==> config.mk <==
export PLATFORM = sky130hd
export DESIGN_NAME = move_collision_checker_shape_rom
export DESIGN_NICKNAME = d
export VERILOG_FILES = /design/src/rtl/move_collision_checker_pkg.sv /design/src/rtl/move_collision_checker_shape_rom.sv
export SDC_FILE = /design/constraint.sdc
export NUM_CORES = 1
export LEC_CHECK = 0
export ABC_AREA = 1
export CAP_MARGIN = 20
export CORE_MARGIN = 4
export CORE_UTILIZATION = 45
export DETAILED_ROUTE_END_ITERATION = 16
export MAX_ROUTING_LAYER = met4
export PLACE_DENSITY = 0.81
export SLEW_MARGIN = 20
export SYNTH_ARGS = -nofsm -noshare
export SYNTH_HDL_FRONTEND = slang
export SYNTH_SLANG_ARGS = --single-unit
==> constraint.sdc <==
create_clock -name vclk -period 2
set_clock_uncertainty 0.2 [all_clocks]
set_input_delay 0.3 -clock vclk [all_inputs]
set_output_delay 0.3 -clock vclk [all_outputs]
set_load 0.01 [all_outputs]
==> src/rtl/move_collision_checker_pkg.sv <==
// Shared piece codes, move/reason encodings and FSM states for the move
// collision checker and its shape table.
package move_collision_checker_pkg;

  localparam logic [2:0] PIECE_SQUARE = 3'd0;
  localparam logic [2:0] PIECE_LINE   = 3'd1;
  localparam logic [2:0] PIECE_L      = 3'd2;
  localparam logic [2:0] PIECE_J      = 3'd3;
  localparam logic [2:0] PIECE_S      = 3'd4;
  localparam logic [2:0] PIECE_Z      = 3'd5;
  localparam logic [2:0] PIECE_T      = 3'd6;

  typedef enum logic [1:0] {
    MOVE_DOWN   = 2'b00,
    MOVE_LEFT   = 2'b01,
    MOVE_RIGHT  = 2'b10,
    MOVE_ROTATE = 2'b11
  } move_e;

  typedef enum logic [1:0] {
    REASON_NONE  = 2'b00,
    REASON_WALL  = 2'b01,
    REASON_FLOOR = 2'b10,
    REASON_BLOCK = 2'b11
  } reason_e;

  typedef enum logic [1:0] {
    ST_IDLE  = 2'd0,
    ST_CHECK = 2'd1,
    ST_DONE  = 2'd2
  } state_e;

  function automatic logic is_valid_piece(input logic [2:0] piece);
    return piece <= PIECE_T;
  endfunction

  // Packs four (dx,dy) cell offsets, cell 0 in the top bits.
  function automatic logic [23:0] cells(input int x0, input int y0,
                                        input int x1, input int y1,
                                        input int x2, input int y2,
                                        input int x3, input int y3);
    return {3'(x0), 3'(y0), 3'(x1), 3'(y1), 3'(x2), 3'(y2), 3'(x3), 3'(y3)};
  endfunction

endpackage

==> src/rtl/move_collision_checker_shape_rom.sv <==
// Piece shape table: cell offsets from the top-left anchor, cells listed
// top row first, left to right. Must stay in step with the renderer.
module move_collision_checker_shape_rom
  import move_collision_checker_pkg::*;
(
  input  logic [2:0]        piece_type,
  input  logic [1:0]        rot,
  input  logic [1:0]        idx,
  output logic signed [2:0] dx,
  output logic signed [2:0] dy
);

  logic [23:0] shape;

  always_comb begin
    shape = '0;
    case (piece_type)
      PIECE_SQUARE: shape = cells(0, 0, 1, 0, 0, -1, 1, -1);
      PIECE_LINE:   shape = rot[0] ? cells(0, 0, 0, -1, 0, -2, 0, -3)
                                   : cells(0, 0, 1, 0, 2, 0, 3, 0);
      PIECE_L: begin
        case (rot)
          2'd0:    shape = cells(0, 0, 0, -1, 0, -2, 1, -2);
          2'd1:    shape = cells(0, 0, 1, 0, 2, 0, 0, -1);
          2'd2:    shape = cells(0, 0, 1, 0, 1, -1, 1, -2);
          default: shape = cells(2, 0, 0, -1, 1, -1, 2, -1);
        endcase
      end
      PIECE_J: begin
        case (rot)
          2'd0:    shape = cells(1, 0, 1, -1, 0, -2, 1, -2);
          2'd1:    shape = cells(0, 0, 0, -1, 1, -1, 2, -1);
          2'd2:    shape = cells(0, 0, 1, 0, 0, -1, 0, -2);
          default: shape = cells(0, 0, 1, 0, 2, 0, 2, -1);
        endcase
      end
      PIECE_S:      shape = rot[0] ? cells(0, 0, 0, -1, 1, -1, 1, -2)
                                   : cells(1, 0, 2, 0, 0, -1, 1, -1);
      PIECE_Z:      shape = rot[0] ? cells(1, 0, 0, -1, 1, -1, 0, -2)
                                   : cells(0, 0, 1, 0, 1, -1, 2, -1);
      PIECE_T: begin
        case (rot)
          2'd0:    shape = cells(0, 0, 1, 0, 2, 0, 1, -1);
          2'd1:    shape = cells(1, 0, 0, -1, 1, -1, 1, -2);
          2'd2:    shape = cells(1, 0, 0, -1, 1, -1, 2, -1);
          default: shape = cells(0, 0, 0, -1, 1, -1, 0, -2);
        endcase
      end
      default:      shape = '0;
    endcase

    case (idx)
      2'd0:    {dx, dy} = shape[23:18];
      2'd1:    {dx, dy} = shape[17:12];
      2'd2:    {dx, dy} = shape[11:6];
      default: {dx, dy} = shape[5:0];
    endcase
  end

endmodule

* Word-level counts from Yosys, hierarchy flattened
Cells that the tools add are included.
** Word-level totals
- Bits in writable memories :: 0
- Bits of input ports :: 7
- Bits in latches :: 0
- Register bits after elaboration :: 0
- Logic and storage cells :: 22
- Memories kept :: 0
- Memory bits (read-only) :: 0
- Output and inout port bits :: 6
** Operators by class
- Magnitude comparators :: 0
- Add/subtract/negate cells :: 0
- Eq/ne operators :: 10
- $mul :: 0
- Reduce and logical (&&, ||, !) cells :: 3
- Multiplexer cells :: 9
- Bitwise operators :: 0
- Divide/modulo/power cells :: 0
- Shift-type cells :: 0
** Operators with widths (count)
- one-hot mux 23 bit (7 select lines) :: 1
- one-hot mux 22 bit (3 select lines) :: 2
- one-hot mux 23 bit (3 select lines) :: 1
- two-way mux 22 bit :: 2
- one-hot mux 3 bit (3 select lines) :: 2
- two-way mux 16 bit :: 1
- == test 3 bit (second input constant) :: 3
- == test 3 x 2 -> 1 bit (second input constant) :: 2
- == test 2 x 1 -> 1 bit (second input constant) :: 2
- == test 2 bit (second input constant) :: 2
- zero test 2 bit :: 2
- == test 3 x 1 -> 1 bit (second input constant) :: 1
- zero test 3 bit :: 1

* Logic depth before layout (Yosys ltp)
Gate-level depths: netlist (run 1).
- Depth in word-level cells :: 4
- Mapped depth :: 10
- Gate-level depth less buffers :: 9

* Least setup slack after synthesis (run 1)
Ideal clock, no wire load.
- Path type :: in2out
- Start :: in rot[0]
- End :: out dy[0]
- Cell stages on the path :: 8
- Path slack :: 0.262 ns
- Arrival time :: 1.238 ns
- Path through :: ha_1 > or2_1 > nand2_1 > nand2_1 > clkinv_1 > nand2_1 > o21ai_1 > nand3_1
** On the way
- Longest elaborated chain between the ends :: 4
** RTL lines
- from (decl) :: RTL line move_collision_checker_shape_rom.sv:7 : input logic [1:0] rot,
- == test 2 bit, or another cell as far along :: RTL line move_collision_checker_shape_rom.sv:22, move_collision_checker_shape_rom.sv:30, move_collision_checker_shape_rom.sv:42
- one-hot mux 22 bit (3 select lines), or another cell as far along :: RTL line move_collision_checker_shape_rom.sv:42 : case (rot)
- one-hot mux 23 bit (7 select lines) * :: RTL line move_collision_checker_shape_rom.sv:17 : case (piece_type)
- one-hot mux 3 bit (3 select lines) * :: RTL line move_collision_checker_shape_rom.sv:52 : case (idx)
- to (decl) :: RTL line move_collision_checker_shape_rom.sv:10 : output logic signed [2:0] dy
Mark *: on every way between the ends. The rest lies on a longest branch, timed or not.

* Worst setup path in the final report (run 1)
Same ends and word-level chain as after synthesis.

==> flow_metrics.env, run 1 <==
export IMPL_p_leak_nw=0.595
export IMPL_endpoint_kind="output pin"
export IMPL_vias=1027
export IMPL_holdPathStages=5
export IMPL_grt_usage_pct=23.1
export IMPL_grt_pass1_vias=835
export IMPL_grt_max_degree=7
export IMPL_synth_warning_count=0
export IMPL_core_area_um2=1370
export IMPL_worstPathCellList="buf_6 > ha_4 > buf_4 > buf_4 > o21ai_2 > nand4_1 > nand2_1 > nand3_1 > buf_2"
export IMPL_postRouteAntennaNets=0
export IMPL_p_total_w=0.000250
export IMPL_synthesis_instances=121
export IMPL_dp_cells=159
export IMPL_syn_avg_cell_area_um2=5.65
export IMPL_crit_arrival_ns=1.53
export IMPL_wl_met2_um=1330
export IMPL_synth_seq_area_share_pct=0
export IMPL_fin_ws_ns=-0.0269
export IMPL_rsz0062_at_grt="true"
export IMPL_outcome="finished with violations"
export IMPL_vias_per_cell=6.11
export IMPL_final_nets=168
export IMPL_antenna_cells=0
export IMPL_path_delay_family="buffers and inverters"
export IMPL_cts_hold_buf=0
export IMPL_drv_slew=0
export IMPL_gp_congestion=0.906
export IMPL_drtIter0Drc=104
export IMPL_cpPeakStageDelay_ns=0.18
export IMPL_die_h_um=47.0
export IMPL_core_rowCount=13
export IMPL_cp_max_fo=5
export IMPL_overflow=0
export IMPL_die_area_um2=2210
export IMPL_fin_util_pct=82.8
export IMPL_ys_types=25
export IMPL_setup_tns_ns=-0.0269
export IMPL_synth_nets=134
export IMPL_fmax_ghz=0.493
export IMPL_hold_path_end="dx[0]"
export IMPL_drt_pass1_iterations=5
export IMPL_min_period_ns=2.03
export IMPL_final_hold_viol_count=0
export IMPL_synthToLayoutAreaGrowth_pct=65.6
export IMPL_setup_viol=1
export IMPL_wl_per_cell_um=16.9
export IMPL_cap_viol_max_count=0
export IMPL_start_util_pct=50.0
export IMPL_slowest_stage="o21ai_2"
export IMPL_powerDensity_nw_per_um2=221
export IMPL_grt_pass1_wl_um=3630
export IMPL_syn_area_um2=683
export IMPL_cp_startpoint="rot[0]"
export IMPL_hp_class="primary input to output pin"
export IMPL_path_class="primary input to output pin"
export IMPL_antenna_found_initial=0
export IMPL_clkbuf_count=0
export IMPL_max_vdd_ir_drop_mv=0.149
export IMPL_path_buf_inv=4
export IMPL_cp_required_ns=1.50
export IMPL_seq_cell_count=0
export IMPL_drc=0
export IMPL_fillerInstances=80
export IMPL_instances_no_fill=168
export IMPL_cp_start_kind="primary input"
export IMPL_routed_top_layer="met4"
export IMPL_post_route_period_util_pct=101
export IMPL_dp_hpwl_um=1610
export IMPL_pre_cts_ws_ns=-0.827
export IMPL_io_buffers=12
export IMPL_min_delay_start="idx[0]"
export IMPL_multi_input_area_um2=678
export IMPL_fp_dieW_um=47.0
export IMPL_regArea_um2=0
export IMPL_violations="negative setup slack"
export IMPL_wl_um=2840
export IMPL_drt_met1_wl_um=1030
export IMPL_ios=13
export IMPL_met3_length_um=276
export IMPL_cp_common_cell="buf_4"
export IMPL_drive_above_1_share_pct=49.0
==> logic make-up after synthesis <==
family | count (synthesis) | synth area share, %
simple gates | 77 | 60.6
compound gates | 12 | 9.52
fa+ha+maj | 6 | 11.0
buf+inv | 25 | 18.3
other cells | 1 | 0.549
==> layout make-up <==
cell class                      count  area share [%]
Inverter                           21            8.08
Multi-Input combinational cell     96            60.0
Tap cell                           15            1.66
Timing Repair Buffer               36            30.3
==> how the worst max path moves through the flow <==
stage	end	slack (ns)	cells past startpoint
final	dy[0]	-0.03	9
after global routing	dy[0]	-0.04	9
after CTS	dx[0]	0.01	11
after detailed placement	dy[0]	-0.83	11
after global placement	dy[0]	-0.76	11
after floorplan	dy[0]	0.26	8
==> cells in the final DEF, fill, tap and decap left out, drive strengths merged <==
master | synthesis | layout
a21oi | 2 | 2
a31oi | 1 | 1
buf | 4 | 30
bufbuf | 0 | 1
clkbuf | 0 | 2
clkdlybuf4s15 | 0 | 1
clkdlybuf4s50 | 0 | 1
clkinv | 1 | 1
conb | 1 | 1
dlymetal6s2s | 0 | 1
ha | 6 | 6
inv | 20 | 20
nand2 | 32 | 32
nand3 | 15 | 15
nand4 | 8 | 8
nor2 | 21 | 21
o21ai | 9 | 9
or2 | 1 | 1
==> report_power, final <==
| part | switching, W | internal, W |
|---|---|---|
| Sequential | 0 | 0 |
| Combinational | 0.000136 | 0.000114 |
| Clock | 0 | 0 |
==> repair_timing <==
| item | 4_1_cts | 5_1_grt |
|---|---|---|
| cloned | 1 | 0 |
| resized for setup | 48 | 33 |
| buffers inserted | 6 | 3 |
| pin swaps | 4 | 16 |
| setup endpoints to repair | 5 | 5 |
==> metal layers <==
metal	vias up	global-route usage (%)
met1	460	25.8
met4	0	8.29
li1	451	-
met2	88	41.2
met5	-	-
met3	28	3.07
==> metrics by stage <==
stage                     area (um^2)  hold slack (ns)
after floorplan                   683            0.621
after global placement            918             1.59
after detailed placement          918             1.60
after CTS                        1030             1.10
after global routing             1130            0.997
final                            1130            0.963
==> cell usage after synthesis, drive strengths merged <==
cell    instances  area, um^2
conb            1        3.75
nor2           21         113
a31oi           1        6.26
nand2          32         135
ha              6        75.1
buf             4        41.3
o21ai           9        48.8
inv            20        80.1
or2             1        6.26
nand3          15         110
clkinv          1        3.75
nand4           8        50.1
a21oi           2        10.0
Note: power is estimated with default switching activity, not from simulation.
==> inputs of run 2 (changes only) <==
--- a/config.mk
+++ b/config.mk
@@ -8,10 +8,10 @@
 export ABC_AREA = 1
 export CAP_MARGIN = 20
 export CORE_MARGIN = 4
-export CORE_UTILIZATION = 45
+export CORE_UTILIZATION = 25
 export DETAILED_ROUTE_END_ITERATION = 16
 export MAX_ROUTING_LAYER = met4
-export PLACE_DENSITY = 0.81
+export PLACE_DENSITY = 0.54
 export SLEW_MARGIN = 20
 export SYNTH_ARGS = -nofsm -noshare
 export SYNTH_HDL_FRONTEND = slang
==> run 2 against run 1 <==
Fmax rose by 4.8%. Highest routed layer unchanged. Cell area unchanged. Power down 7.3%. The flow now finishes without violations.
==> flow_metrics.env, run 2 (synthesis gave the netlist of run 1 again) <==
export IMPL_outcome="finished, final reports clean"
export IMPL_max_vdd_ir_drop_mv=0.0913
export IMPL_final_cell_area_um2=1130
export IMPL_crit_arrival_ns=1.43
export IMPL_slowest_stage="bufbuf_16"
export IMPL_final_nets=165
export IMPL_setup_viol=0
export IMPL_path_class="primary input to output pin"
export IMPL_cp_start_kind="primary input"
export IMPL_mostFrequentLayoutCell="nand2_1"
export IMPL_grt_pass1_vias=829
export IMPL_sw_frac_of_total_pct=51.8
export IMPL_seq_power_share_pct=0
export IMPL_combPwrFrac_pct=100.0
export IMPL_min_period_ns=1.93
export IMPL_drtIter0Drc=23
export IMPL_wl_um=2100
export IMPL_fmax_ghz=0.517
export IMPL_holdPathStages=7
export IMPL_grt_pass1_wl_um=3530
export IMPL_die_h_um=60.3
export IMPL_cp_max_fo=4
export IMPL_grt_usage_pct=12.6
export IMPL_start_util_pct=26.8
export IMPL_fp_dieW_um=60.3
export IMPL_regArea_um2=0
export IMPL_cp_required_ns=1.50
export IMPL_dpl_cell_area_um2=957
export IMPL_layout_common_cells="nand2_1, nor2_1, buf_4, inv_1"
export IMPL_cts_hold_buf=0
export IMPL_worstPathCellList="buf_2 > bufbuf_16 > nor2_4 > nand3_2 > buf_4 > nand3_1 > o21ai_1 > nand3_1 > buf_2"
export IMPL_fillerInstances=273
export IMPL_final_hold_viol_count=0
export IMPL_cap_viol_max_count=0
export IMPL_grt_max_degree=8
export IMPL_clkbuf_count=0
export IMPL_overflow=0
export IMPL_drv_slew=0
export IMPL_io_buffers=12
export IMPL_p_sw_w=0.000120
export IMPL_dp_hpwl_um=1600
export IMPL_rsz0062_at_grt="true"
export IMPL_drive_above_1_share_pct=44.7
export IMPL_fin_util_pct=44.4
export IMPL_cpPeakStageDelay_ns=0.26
export IMPL_post_route_period_util_pct=96.7
export IMPL_core_area_um2=2540
export IMPL_vias=869
export IMPL_drt_pass1_iterations=4
export IMPL_core_rowCount=18
export IMPL_postRouteAntennaNets=0
export IMPL_die_area_um2=3630
export IMPL_gp_congestion=0.944
export IMPL_hp_class="primary input to output pin"
export IMPL_antenna_cells=0
export IMPL_endpoint_kind="output pin"
export IMPL_synthToLayoutAreaGrowth_pct=65.6
export IMPL_ios=13
export IMPL_fin_ws_ns=0.0656
export IMPL_wl_per_cell_um=11.7
export IMPL_pwr_share_clk_pct=0
export IMPL_antenna_found_initial=0
export IMPL_powerDensity_nw_per_um2=205
export IMPL_pre_cts_ws_ns=-0.829
export IMPL_drc=0
export IMPL_p_int_w=0.000112
export IMPL_vias_per_cell=4.83
export IMPL_p_leak_nw=0.584
export IMPL_p_total_w=0.000232
export IMPL_seq_cell_count=0
## run 2: metrics by stage
stage | TNS (ns) | hold slack, ns | std cells
final | 0 | 0.986 | 180
after global routing | -0.0282 | 1.03 | 180
after CTS | 0 | 1.09 | 180
after detailed placement | -3.93 | 1.61 | 175
after global placement | -3.76 | 1.61 | 175
after floorplan | 0 | 0.621 | 121
## run 2: power by group through the flow
stage | sequential [W] | combinational [W] | clock (W)
global route | 0 | 0.000252 | 0
floorplan | 0 | 0.000114 | 0
detailed placement | 0 | 0.000199 | 0
global placement | 0 | 0.000200 | 0
finish | 0 | 0.000232 | 0
CTS | 0 | 0.000217 | 0
## run 2: metal layers
layer  vias up  global-route usage [%]  share of wire (%)
li1        446                       -                  -
met5         -                       -                  0
met3         4                   0.432                6.5
met2        28                    22.1                 49
met1       391                    16.3                 43
met4         0                    1.90                1.8
## run 2: worst max-delay path: cells and delay by family
family	cells	cell delay, ns
simple gates	4	0.42
compound gates	1	0.06
buf+inv	4	0.66
## run 2: path summary, 6_finish.rpt
check     startpoint  slack [ns]     to
max    piece_type[1]        0.07  dy[0]
min    piece_type[2]        0.99  dy[1]
## run 2: cell type report
type,instances,area (um^2),share of cell area (%)
tap,30,37.5,3.32
inverter,21,91.3,8.08
timing repair buffer,33,328,29.0
multi-input combinational,96,674,59.6
## run 2: repair_timing
action,CTS,global route
cloned,2,0
pin swaps,4,8
setup buffers,3,0
hold endpoints to repair,0,0
resized for setup,50,20
setup endpoints to repair,5,5
==> inputs of run 3 (changes only) <==
--- a/config.mk
+++ b/config.mk
@@ -7,7 +7,6 @@
 export LEC_CHECK = 0
 export ABC_AREA = 1
 export CAP_MARGIN = 20
-export CORE_MARGIN = 4
 export CORE_UTILIZATION = 25
 export DETAILED_ROUTE_END_ITERATION = 16
 export MAX_ROUTING_LAYER = met4
==> run 3 against run 2 <==
Cell count rose by 2.2%. Cell area up 1.7%. First-iteration DRC count is 39% lower. Power grew 2.0%. Combinational power increased by 2%. Non-clock buffer count grew 4. Global-route usage grew 2.6 points. Routed wire length rose by 0.52%.
==> flow_metrics.env, run 3 (synthesis gave the netlist of run 1 again) <==
export IMPL_drtIter0Drc=14
export IMPL_grt_usage_pct=15.2
export IMPL_rsz0062_at_grt="true"
export IMPL_grt_pass1_wl_um=3320
export IMPL_vias=868
export IMPL_dp_cells=177
export IMPL_antenna_cells=0
export IMPL_worstPathCellList="buf_12 > inv_8 > ha_4 > or2_1 > nand2_1 > nand2_1 > inv_2 > nand2_2 > o21ai_2 > nand3_1 > buf_2"
export IMPL_seq_power_share_pct=0
export IMPL_grt_pass1_vias=775
export IMPL_gp_congestion=0.907
export IMPL_drt_pass1_iterations=4
export IMPL_sw_frac_of_total_pct=52.9
export IMPL_use_met1_pct=20.3
export IMPL_final_nets=169
export IMPL_hp_class="primary input to output pin"
export IMPL_grt_max_degree=9
export IMPL_die_h_um=54.3
export IMPL_met3_usage_pct=0
export IMPL_fp_dieW_um=54.3
export IMPL_cp_max_fo=5
export IMPL_cp_common_cell="nand2_1"
export IMPL_synthToLayoutAreaGrowth_pct=68.3
export IMPL_core_rowCount=18
export IMPL_pwr_share_clk_pct=0
export IMPL_cts_hold_buf=0
export IMPL_cp_depth=11
export IMPL_p_leak_nw=0.578
export IMPL_endpoint_kind="output pin"
export IMPL_wl_per_cell_um=11.5
export IMPL_wl_um=2120
export IMPL_path_class="primary input to output pin"
export IMPL_regArea_um2=0
export IMPL_crit_arrival_ns=1.43
export IMPL_postRouteAntennaNets=0
export IMPL_drive_above_1_share_pct=48.7
export IMPL_core_area_um2=2520
export IMPL_drv_slew=0
export IMPL_mostFrequentLayoutCell="nand2_1"
export IMPL_slowest_stage="or2_1"
export IMPL_die_area_um2=2950
export IMPL_cp_startpoint="rot[1]"
export IMPL_cp_start_kind="primary input"
export IMPL_p_int_w=0.000111
export IMPL_overflow=0
export IMPL_dp_hpwl_um=1590
export IMPL_combPwrFrac_pct=100.0
export IMPL_antenna_found_initial=0
export IMPL_powerDensity_nw_per_um2=206
export IMPL_fin_ws_ns=0.0683
export IMPL_busiest_layer="met2"
export IMPL_pre_cts_ws_ns=-0.814
export IMPL_clkbuf_count=0
export IMPL_cp_required_ns=1.50
export IMPL_path_buf_inv=4
export IMPL_instances_no_fill=184
export IMPL_seq_cell_count=0
export IMPL_fmax_ghz=0.518
export IMPL_setup_viol=0
export IMPL_io_buffers=12
export IMPL_path_delay_family="simple AND/OR/NAND/NOR gates"
export IMPL_min_period_ns=1.93
export IMPL_post_route_period_util_pct=96.6
export IMPL_final_hold_viol_count=0
export IMPL_cap_viol_max_count=0
export IMPL_outcome="finished, final reports clean"
export IMPL_layout_common_cells="nand2_1, buf_4, nor2_1, inv_1, nand3_1"
export IMPL_max_vdd_ir_drop_mv=0.0867
export IMPL_start_util_pct=27.1
export IMPL_grtUsageMet2_pct=26.0
export IMPL_drc=0
export IMPL_ios=13
export IMPL_cpPeakStageDelay_ns=0.24
export IMPL_vias_per_cell=4.72
export IMPL_p_sw_w=0.000125
export IMPL_crit_end="dy[0]"
## run 3: power by group through the flow
stage	clock network, W	logic (W)	registers, W
final	0	0.000237	0
after global placement	0	0.000198	0
after CTS	0	0.000209	0
after global routing	0	0.000258	0
after detailed placement	0	0.000198	0
after floorplan	0	0.000114	0
## run 3: layer usage
| metal | share of wire (%) | wire, um |
|---|---|---|
| met5 | 0 | 0 |
| met2 | 53 | 1110 |
| met1 | 41 | 872 |
| met3 | 2.6 | 56 |
| met4 | 3.4 | 72 |
## run 3: repair_timing
action / 4_1_cts / 5_1_grt
setup buffers: 4 / 3
endpoints found under the setup margin: 5 / 5
gates resized for setup: 47 / 34
pin swaps: 2 / 18
## run 3: worst min path at each step
stage | slack (ns) | start | endpoint | cells past startpoint
6_report | 0.98 | piece_type[1] | dy[1] | 7
5_1_grt | 1.01 | piece_type[1] | dy[1] | 7
4_1_cts | 1.11 | rot[0] | dx[0] | 7
3_5_place_dp | 1.62 | idx[0] | dy[0] | 5
3_3_place_gp | 1.60 | idx[1] | dx[0] | 5
2_1_floorplan | 0.62 | idx[0] | dy[0] | 3
## run 3: cell type report
class                      instances  area [um^2]
fill                             258         1370
inverter                          21          101
multi-input combinational         96          674
tap                               30         37.5
timing repair buffer              37          337
## run 3: metrics by stage
step	total power [W]	setup TNS, ns	hold slack (ns)	area (um^2)	util (%)
finish	0.000237	0	0.978	1150	45.6
global route	0.000258	-0.0201	1.01	1150	45.6
CTS	0.000209	0	1.11	1040	41.4
detailed placement	0.000198	-3.85	1.62	960	38.0
global placement	0.000198	-3.72	1.60	960	38.0
floorplan	0.000114	0	0.621	683	-
